**src/rtl/stack_pop_controller.sv**
```systemverilog
// Read-side stack sequencer: pops 1/2/3 16-bit words above SP for POP/RET/RTI,
// reassembles PC and flags, and reports the post-pop SP.
module stack_pop_controller #(
    parameter int DATA_W = 16,
    parameter int ADDR_W = 11,
    parameter int SP_W   = 32,
    parameter int PC_W   = 32
) (
    input  logic              clk,
    input  logic              reset,
    input  logic              pop_req,
    input  logic [1:0]        pop_kind,
    input  logic              flush,
    input  logic [SP_W-1:0]   sp_in,
    input  logic [DATA_W-1:0] mem_rdata,
    output logic              pop_ready,
    output logic              mem_read_en,
    output logic [ADDR_W-1:0] mem_address,
    output logic              done,
    output logic              pop_error,
    output logic [DATA_W-1:0] pop_data,
    output logic [PC_W-1:0]   pc_out,
    output logic [2:0]        flags_out,
    output logic [SP_W-1:0]   sp_out
);

    localparam logic [SP_W-1:0] SP_TOP = {{(SP_W-ADDR_W){1'b0}}, {ADDR_W{1'b1}}};
    localparam logic [SP_W-1:0] SP_ONE = SP_W'(1);

    localparam logic [1:0] KIND_POP = 2'b00;
    localparam logic [1:0] KIND_RET = 2'b01;
    localparam logic [1:0] KIND_RTI = 2'b10;

    typedef enum logic [2:0] {
        S_IDLE = 3'd0,
        S_RD0  = 3'd1,
        S_RD1  = 3'd2,
        S_RD2  = 3'd3,
        S_FIN  = 3'd4
    } state_t;

    state_t              state_q, state_d;
    logic [1:0]          kind_q, kind_d;
    logic [SP_W-1:0]     sp_work_q, sp_work_d;
    logic [DATA_W-1:0]   w0_q, w0_d;
    logic [DATA_W-1:0]   w1_q, w1_d;
    logic                done_q, done_d;
    logic                err_q, err_d;
    logic [DATA_W-1:0]   pop_data_q, pop_data_d;
    logic [PC_W-1:0]     pc_q, pc_d;
    logic [2:0]          flags_q, flags_d;
    logic [SP_W-1:0]     sp_out_q, sp_out_d;
    logic [SP_W-1:0]     n_words_s;
    logic                kind_ok_s;

    // Word count of the requested pop; kind 11 has none and is rejected.
    always_comb begin
        n_words_s = SP_W'(0);
        kind_ok_s = 1'b1;
        case (pop_kind)
            KIND_POP: n_words_s = SP_W'(1);
            KIND_RET: n_words_s = SP_W'(2);
            KIND_RTI: n_words_s = SP_W'(3);
            default:  kind_ok_s = 1'b0;
        endcase
    end

    // Next-state and result computation; flush overrides everything but reset.
    always_comb begin
        state_d    = state_q;
        kind_d     = kind_q;
        sp_work_d  = sp_work_q;
        w0_d       = w0_q;
        w1_d       = w1_q;
        done_d     = 1'b0;
        err_d      = 1'b0;
        pop_data_d = pop_data_q;
        pc_d       = pc_q;
        flags_d    = flags_q;
        sp_out_d   = sp_out_q;
        if (flush) begin
            state_d = S_IDLE;
        end else begin
            case (state_q)
                S_IDLE: begin
                    if (pop_req) begin
                        // Subtraction form keeps the check free of wrap for any sp_in <= SP_TOP.
                        if (!kind_ok_s || ((SP_TOP - sp_in) < n_words_s)) begin
                            err_d = 1'b1;
                        end else begin
                            kind_d    = pop_kind;
                            sp_work_d = sp_in + SP_ONE;
                            state_d   = S_RD0;
                        end
                    end else begin
                        state_d = S_IDLE;
                    end
                end
                S_RD0: begin
                    sp_work_d = sp_work_q + SP_ONE;
                    state_d   = (kind_q == KIND_POP) ? S_FIN : S_RD1;
                end
                S_RD1: begin
                    w0_d      = mem_rdata;
                    sp_work_d = sp_work_q + SP_ONE;
                    state_d   = (kind_q == KIND_RTI) ? S_RD2 : S_FIN;
                end
                S_RD2: begin
                    w1_d      = mem_rdata;
                    sp_work_d = sp_work_q + SP_ONE;
                    state_d   = S_FIN;
                end
                S_FIN: begin
                    case (kind_q)
                        KIND_POP: pop_data_d = mem_rdata;
                        KIND_RET: pc_d = {mem_rdata, w0_q};
                        KIND_RTI: begin
                            pc_d    = {mem_rdata, w1_q};
                            flags_d = w0_q[2:0];
                        end
                        default: pop_data_d = pop_data_q;
                    endcase
                    // sp_work has already stepped one past the last word read.
                    sp_out_d = sp_work_q - SP_ONE;
                    done_d   = 1'b1;
                    state_d  = S_IDLE;
                end
                default: state_d = S_IDLE;
            endcase
        end
    end

    // State and output registers.
    always_ff @(posedge clk or posedge reset) begin
        if (reset) begin
            state_q    <= S_IDLE;
            kind_q     <= 2'b00;
            sp_work_q  <= '0;
            w0_q       <= '0;
            w1_q       <= '0;
            done_q     <= 1'b0;
            err_q      <= 1'b0;
            pop_data_q <= '0;
            pc_q       <= '0;
            flags_q    <= 3'b000;
            sp_out_q   <= '0;
        end else begin
            state_q    <= state_d;
            kind_q     <= kind_d;
            sp_work_q  <= sp_work_d;
            w0_q       <= w0_d;
            w1_q       <= w1_d;
            done_q     <= done_d;
            err_q      <= err_d;
            pop_data_q <= pop_data_d;
            pc_q       <= pc_d;
            flags_q    <= flags_d;
            sp_out_q   <= sp_out_d;
        end
    end

    assign pop_ready   = (state_q == S_IDLE);
    assign mem_read_en = (state_q == S_RD0) || (state_q == S_RD1) || (state_q == S_RD2);
    assign mem_address = sp_work_q[ADDR_W-1:0];
    assign done        = done_q;
    assign pop_error   = err_q;
    assign pop_data    = pop_data_q;
    assign pc_out      = pc_q;
    assign flags_out   = flags_q;
    assign sp_out      = sp_out_q;

endmodule

```
**config.mk**
```make
export PLATFORM = sky130hd
export DESIGN_NAME = stack_pop_controller
export DESIGN_NICKNAME = d
export VERILOG_FILES = /design/src/rtl/stack_pop_controller.sv
export SDC_FILE = /design/constraint.sdc
export NUM_CORES = 1
export LEC_CHECK = 0
export BUFFER_PORTS_ARGS = -buffer_cell sky130_fd_sc_hd__buf_4
export CORE_MARGIN = 10
export CORE_UTILIZATION = 33
export DETAILED_ROUTE_END_ITERATION = 6
export PLACE_DENSITY = 0.62
export SKIP_CTS_REPAIR_TIMING = 1
export SLEW_MARGIN = 15
export SYNTH_ARGS = -nofsm -noshare
export SYNTH_HDL_FRONTEND = slang
export SYNTH_SLANG_ARGS = --single-unit
export TNS_END_PERCENT = 100
```
**constraint.sdc**
```tcl
create_clock -name clk -period 13.34 [get_ports clk]
set_clock_uncertainty 0.1 [all_clocks]
set_input_delay 2.668 -clock clk [delete_from_list [all_inputs] [get_ports clk]]
set_output_delay 2.668 -clock clk [all_outputs]
set_load 0.02 [all_outputs]
```
Yosys cells after proc, flatten, opt, wreduce, memory -nomap -nowiden --
Cells that the tools add are included.
Storage, ports and cells: flip-flop bits (word level) 154, latch bits 0, memory bits (writable) 0, bits in read-only memories 0, bits of input ports 54, output and inout port bits 98, word-level logic and storage cells 66, memories 0
Operators by class: $add $sub $neg 4, multipliers 0, divide/modulo/power cells 0, order comparisons 1, equality and inequality tests 11, shift-type cells 0, multiplexer cells 18, bitwise logic cells 2, reduce and logical (&&, ||, !) cells 19
Operators with widths (count):
- $pmux W32 S2 | 2
- $add A32 B1 Y32 const B | 2
- $mux W32 | 2
- $lt A32 B32 Y1 | 1
- $sub A11 B32 Y32 const A | 1
- $sub A32 B1 Y32 const B | 1
- $mux W3 | 5
- $pmux W3 S4 | 1
- $reduce_and A3 Y1 | 3
- $reduce_and A4 Y1 | 2
- $mux W1 | 7
- $eq A3 B2 Y1 const B | 2
- $pmux W2 S3 | 1
- $reduce_and A2 Y1 | 3
- $reduce_or A3 Y1 | 2
- $eq A2 B1 Y1 const B | 2
- $eq A2 B2 Y1 const B | 2
- $logic_not A2 Y1 | 2
- $ne A2 B2 Y1 const B | 2
- $ne A4 B4 Y1 const B | 1
- $reduce_bool A2 Y1 | 2
- $eq A3 B1 Y1 const B | 1
- $eq A3 B3 Y1 const B | 1
- $logic_not A3 Y1 | 1
- other kinds (3) | 6

Depth between registers and ports, before layout --
Gate-level depths: netlist of run 1.
depth after elaboration 9, mapped depth 17, gate-level depth less buffers 12

Worst setup path after synthesis of run 1 --
No wires, ideal clock.
kind input-to-reg, start point input sp_in[12], end point register sp_work_q[22], library setup time 127 ps, arrival time 5191 ps, required time 13113 ps, path slack 7922 ps, cell stages on the path 13, path buffers 3, cells stage by stage clkbuf_1 > inv_1 > ha_1 > or4b_1 > nor4_1 > nand4_1 > nor4_1 > a41oi_1 > or3_1 > buf_2 > buf_6 > a31oi_1 > a21oi_1
On the way: word-level cells in the longest chain between the ends 5, elaborated cells between the ends (all ways) 9, those cells by class add/sub: 2; order compare: 1; eq/ne: 1; mux: 3; reduce/logical: 2
Ends and longest elaborated chain:
- start, declared | line 14 | input logic [SP_W-1:0] sp_in,
- $sub A11 B32 Y32 | line 88 | if (!kind_ok_s || ((SP_TOP - sp_in) < n_words_s)) begin
- $lt A32 B32 Y1 | line 88
- $logic_or A1 B1 Y1 | line 88
- $ne A2 B2 Y1 (no line)
- $reduce_and A4 Y1 (no line)
- end signal, assigned | line 150 | sp_work_q <= sp_work_d;
- end, declared | line 44 | logic [SP_W-1:0] sp_work_q, sp_work_d;
Several ways; a longest one is shown, not always the timed one. The select of a mux whose other input is x is not followed. A chain may end at the register's enable or synchronous reset.

Worst setup path in the final report of run 1 --
start point input pop_kind[0], end point register sp_work_q[6]
On the way: word-level cells in the longest chain between the ends 7, elaborated cells between the ends (all ways) 11, those cells by class order compare: 1; eq/ne: 3; mux: 2; reduce/logical: 5
Ends and longest elaborated chain:
- start, declared | line 12 | input logic [1:0] pop_kind,
- parallel branches: the longest is 4 deep, another holds $lt A32 B32 Y1
- $logic_or A1 B1 Y1 * | line 88
- $ne A2 B2 Y1 (no line) *
- $reduce_and A4 Y1 (no line) *
Mark *: on every way between the ends.

==> flow_metrics.env, run 1 <==
export IMPL_initial_utilization_pct=33.5
export IMPL_cp_data_arrival_time_ns=5.72
export IMPL_period_minus_slack_ns=5.48
export IMPL_routedWlPerCell_um=17.8
export IMPL_rsz0062_at_grt="no"
export IMPL_startpoint="pop_kind[0]"
export IMPL_critical_path_peak_fanout=30
export IMPL_fp_dieW_um=183
export IMPL_drtPass1Iterations=5
export IMPL_gr_usage_all_layers_pct=14.5
export IMPL_hold_start="pc_out[13]"
export IMPL_max_stage_delay_ns=0.51
export IMPL_via_per_inst=5.22
export IMPL_cts_root_buffer_cell="clkbuf_16"
export IMPL_end_kind="register"
export IMPL_core_area_mm2=0.0261
export IMPL_p_int_mw=1.22
export IMPL_swShare_pct=37.7
export IMPL_max_freq_mhz=182
export IMPL_worst_setup_path_start_kind="input port"
export IMPL_synthFlopType="dfrtp_1"
export IMPL_timing_reg2reg_setup_slack_ns=8.74
export IMPL_routed_wl_um=24200
export IMPL_seqPwrFrac_pct=39.1
export IMPL_die_height_um=183
export IMPL_cts_clk_slew_worst_paths_ns=0.07
export IMPL_powerDensity_mw_per_mm2=186
export IMPL_clock_path_buffers=2
export IMPL_antenna_found_initial=1
export IMPL_die_area_mm2=0.0333
export IMPL_place_congestion=0.801
export IMPL_slew_violations=0
export IMPL_dr_first_iter_drc_count=518
export IMPL_synth_seq_cells=154
export IMPL_slew_headroom_pct=37.2
export IMPL_fin_ws_ns=7.86
export IMPL_power_leakage_nw=4.56
export IMPL_gr_total_overflow=0
export IMPL_yosysTopAreaCellShare_pct=44.2
export IMPL_fin_util_pct=40.6
export IMPL_fillCellCount=2572
export IMPL_peakVddDrop_mv=0.110
export IMPL_hold_violations=0
export IMPL_synth_area_leader_cell="dfrtp_1"
export IMPL_antenna_left=0
export IMPL_worstReg2RegStart="state_q[0]"
export IMPL_cp_cell_sequence="buf_4, inv_1, ha_1, inv_1, ha_1, or4b_1, nor4_1, nand4_1, nor4_1, a41oi_1, nor3_2, buf_4, a2111oi_0, a311oi_2"
export IMPL_holdPathStages=2
export IMPL_synth_edf_count=0
export IMPL_tightest_slew_ns=0.939
export IMPL_syn_avg_cell_area_um2=9.56
export IMPL_ff2ff_path_depth=11
export IMPL_drive_above_1_share_pct=28.0
export IMPL_worstSetupPathType="in2reg"
export IMPL_ys_async_sr_fraction_pct=100
export IMPL_fin_crit_sh_pct=41.1
export IMPL_cts_tree="built"
export IMPL_dp_slack_ns=7.39
export IMPL_clk_latency_ns=0.43
export IMPL_status="finished, final reports clean"
export IMPL_clock_sinks=154
export IMPL_pwr_share_clk_pct=25.9
export IMPL_synthDistinctLibCells=65
export IMPL_synthesis_area_mm2=0.00872
export IMPL_nets=1072
export IMPL_syn2layout_area_growth_pct=21.2
export IMPL_place_hpwl_um=17100
export IMPL_synthTopCellsByArea="dfrtp_1 (44%), mux2_2 (9.8%), nor2_1 (4.0%)"
export IMPL_pwr_share_comb_pct=35.0
export IMPL_grt_pass1_wl_um=39400
export IMPL_fin_setup_tns_ns=0
export IMPL_crit_required_ns=13.58
export IMPL_netlist_instances=912
export IMPL_num_io_pins=152
export IMPL_drv_cap=0
export IMPL_num_vias=7081
export IMPL_row_count=59
export IMPL_setup_worst_path_end="sp_work_q[6]"
export IMPL_first_global_vias=7143
export IMPL_drc=0
export IMPL_cp_slowest_cell="or4b_1"
export IMPL_setup_violations=0
export IMPL_cts_made_buffers=17
export IMPL_hold_class="reg2reg"
export IMPL_portBuffers=151
export IMPL_p_switching_mw=0.739
export IMPL_r2r_end="sp_work_q[22]"
export IMPL_yosysWarnings=0
export IMPL_grt_max_degree=91
export IMPL_seq_area_frac_synth_pct=44.2
export IMPL_cts_max_level=4
export IMPL_synth_nets=976
## synth_stat cells, drive strengths merged (19+ instances only)
cell type,count
a21oi,68
buf,27
clkbuf,55
dfrtp,154
mux2,77
mux2i,30
nand2,66
nand3,39
nor2,94
nor3,22
nor4,19
o21ai,45
xnor2,25
## metrics by stage
step	hold slack [ns]	cell area (µm²)	total power, mW	instances
finish	0.385	10600	1.96	1357
global route	0.417	10600	2.09	1356
CTS	0.394	10600	1.99	1356
detailed placement	0.372	9970	1.47	1324
global placement	0.365	9970	1.46	1324
floorplan	0.380	8720	1.20	912
## flip-flops by register name, indices dropped and copies added, names as in the netlist, 2 cells and up
name	count
flags_out	3
w0_q	16
pop_data	16
w1_q	16
pc_out	32
kind_q	2
sp_out	32
sp_work_q	32
state_q	3
## logic make-up after synthesis
logic type               count (synthesis)  synth area share (%)
AND/OR/NAND/NOR                        307                  17.6
flip-flops                             154                  44.2
AO/OA/AOI/OAI                          196                  14.3
XOR/XNOR                                39                  3.92
multiplexers                           107                  13.4
adder cells (fa/ha/maj)                 10                  1.43
buffers and inverters                   99                  5.21
## worst max-delay path: cells and delay by family
| family | cells | cell delay, ns |
|---|---|---|
| AOI/OAI and AO/OA | 3 | 0.64 |
| adders and majority gates | 2 | 0.47 |
| buffers and inverters | 4 | 0.57 |
| and+or+nand+nor | 5 | 1.36 |
## layer usage
layer,vias to the layer above,part of all wire (%),global-route usage (%)
met4,0,1.5,3.94
met5,-,0,0
met2,189,46,22.7
li1,3462,-,-
met1,3406,44,18.2
met3,24,8.2,5.42
## worst min-delay path by stage
stage	endpoint
final	pc_out[13]
after global routing	w0_q[13]
after CTS	pc_out[4]
after detailed placement	pc_out[6]
after global placement	pc_out[15]
after floorplan	w0_q[10]
## power by group through the flow
stage	clock, mW	sequential (mW)	combinational (mW)
after floorplan	0	0.844	0.352
after global placement	0	0.769	0.687
after detailed placement	0	0.776	0.696
after CTS	0.522	0.768	0.699
after global routing	0.542	0.794	0.756
final	0.509	0.768	0.687
## cell usage in the layout (no fill, tap or decap), types with 9 or more instances in the layout
cell	netlist	layout
o211ai_1	12	12
mux2i_1	30	30
xor2_1	14	14
buf_4	13	159
ha_1	10	10
o21ai_0	41	41
o31ai_1	14	14
xnor2_1	25	25
mux2_2	76	76
a21oi_1	68	68
nor2_1	94	94
nand2_1	65	64
dfrtp_1	154	154
clkbuf_16	0	17
nand4_1	14	14
nand3_1	39	39
a31oi_1	14	14
nand2b_1	9	9
nor3_1	20	19
inv_1	16	15
nor4_1	16	16
## layout make-up
type / count / area, µm² / area share (%)
multi-input combinational: 659 / 4430 / 41.9
sequential: 154 / 3850 / 36.4
timing repair buffer: 159 / 1190 / 11.3
clock buffer: 18 / 429 / 4.06
tap: 335 / 419 / 3.96
clock inverter: 14 / 175 / 1.66
inverter: 17 / 68.8 / 0.651
antenna: 1 / 2.50 / 0.0237
No activity file was read; power rests on OpenSTA's default activity.
==> run 2, diff against run 1 <==
Clock period 13.34 ns to 5.2 ns, I/O delays scaled along.
==> flow_metrics.env, run 2 (synthesis results as in run 1) <==
export IMPL_dr_first_iter_drc_count=510
export IMPL_p_switching_mw=1.88
export IMPL_swShare_pct=37.9
export IMPL_gr_usage_all_layers_pct=14.2
export IMPL_drtPass1Iterations=5
export IMPL_seqPwrFrac_pct=39.5
export IMPL_worst_setup_path_start_kind="input port"
export IMPL_cts_max_level=4
export IMPL_fin_crit_sh_pct=77.2
export IMPL_routed_wl_um=24000
export IMPL_pwr_share_clk_pct=25.1
export IMPL_cp_cell_sequence="buf_4, inv_1, ha_1, inv_1, ha_1, or4b_1, nor4_1, nand4_1, nor4_1, a41oi_1, nor3_2, a2111oi_0, a311oi_2"
export IMPL_clk_latency_ns=0.43
export IMPL_place_hpwl_um=17200
export IMPL_status="finished, final reports clean"
export IMPL_holdWs_ns=0.379
export IMPL_antenna_left=0
export IMPL_hold_class="reg2reg"
export IMPL_hold_violations=0
export IMPL_clock_sinks=154
export IMPL_fin_setup_tns_ns=0
export IMPL_slew_violations=0
export IMPL_portBuffers=151
export IMPL_rsz0062_at_grt="no"
export IMPL_via_per_inst=5.26
export IMPL_powerDensity_mw_per_mm2=470
export IMPL_initial_utilization_pct=33.5
export IMPL_worstSetupPathType="in2reg"
export IMPL_end_kind="register"
export IMPL_cts_tree="built"
export IMPL_power_mw=4.98
export IMPL_clock_path_buffers=2
export IMPL_fp_dieW_um=183
export IMPL_most_common_layout_cells="buf_4 (162), dfrtp_1 (154), nor2_1 (94), mux2_2 (76), a21oi_1 (68)"
export IMPL_dpl_cell_area_mm2=0.0100
export IMPL_fin_util_pct=40.7
export IMPL_num_io_pins=152
export IMPL_num_vias=7158
export IMPL_gr_total_overflow=0
export IMPL_syn2layout_area_growth_pct=21.5
export IMPL_dp_slack_ns=0.746
export IMPL_slew_headroom_pct=33.1
export IMPL_layout_commonest_cell="buf_4"
export IMPL_max_stage_delay_ns=0.63
export IMPL_drive_above_1_share_pct=28.3
export IMPL_crit_required_ns=5.43
export IMPL_max_freq_mhz=249
export IMPL_routedWlPerCell_um=17.6
export IMPL_cts_root_buffer_cell="clkbuf_16"
export IMPL_peakVddDrop_mv=0.277
export IMPL_tightest_slew_ns=1.00
export IMPL_postLayoutCellArea_mm2=0.0106
export IMPL_cp_slowest_cell="nor3_2"
export IMPL_p_int_mw=3.09
export IMPL_antenna_found_initial=2
export IMPL_die_area_mm2=0.0333
export IMPL_die_height_um=183
export IMPL_grt_max_degree=71
export IMPL_drv_cap=0
export IMPL_fin_ws_ns=1.18
export IMPL_core_area_mm2=0.0261
export IMPL_critical_path_peak_fanout=10
export IMPL_cp_data_arrival_time_ns=4.24
export IMPL_period_minus_slack_ns=4.02
export IMPL_pwr_share_comb_pct=35.4
export IMPL_placed_cells=1328
export IMPL_cts_clk_slew_worst_paths_ns=0.06
export IMPL_setup_violations=0
export IMPL_stdcell_count=1361
export IMPL_place_congestion=0.805
export IMPL_row_count=59
export IMPL_nets=1076
export IMPL_power_leakage_nw=4.57
export IMPL_cts_made_buffers=17
export IMPL_drc=0
export IMPL_first_global_vias=7020
export IMPL_grt_pass1_wl_um=38600
-- run 2: cell types whose count changed in the layout (fill, tap and decap cells not counted), sizes merged --
cell / before / now
buf: 159 / 163
clkinv: 1 / 5
inv: 26 / 23
bufinv: 2 / 1
clkbuf: 18 / 17
diode: 1 / 2
-- run 2: worst paths after layout --
path | slack, ns | end | start | cells after the start
max reg2reg | 1.28 | sp_work_q[17] | state_q[0] | 9
max | 1.18 | sp_work_q[6] | pop_kind[0] | 13
min | 0.38 | pc_out[7] | pc_out[7] | 2
max in group asynchronous | 3.19 | w1_q[8] | reset | 3
min in group asynchronous | 0.73 | pop_data[13] | reset | 2
min reg2reg | 0.38 | pc_out[7] | pc_out[7] | 2
-- run 2: cell type report --
class	count	area, µm²
Fill cell	2606	15500
Inverter	17	67.6
Clock inverter	14	160
Sequential cell	154	3850
Multi-Input combinational cell	659	4430
Tap cell	335	419
Clock buffer	17	425
Timing Repair Buffer	163	1240
Antenna cell	2	5.00
-- run 2: critical path: cells and delay by family --
kind / cells / cell delay (ns)
buf+inv: 3 / 0.21
simple gates: 5 / 1.80
compound gates: 3 / 0.73
fa+ha+maj: 2 / 0.46
-- run 2: routing by layer --
metal | vias up | track usage [%] | part of all wire, %
li1 | 3468 | - | -
met1 | 3464 | 17.6 | 44
met2 | 206 | 22.3 | 46
met3 | 20 | 5.32 | 8.5
met4 | 0 | 4.43 | 1.5
met5 | - | 0 | 0
-- run 2: power groups by stage --
stage | combinational [mW] | clock, mW | sequential (mW)
after floorplan | 0.903 | 0 | 2.16
after global placement | 1.77 | 0 | 1.97
after detailed placement | 1.79 | 0 | 1.99
after CTS | 1.80 | 1.29 | 1.97
after global routing | 1.94 | 1.34 | 2.04
final | 1.76 | 1.25 | 1.97
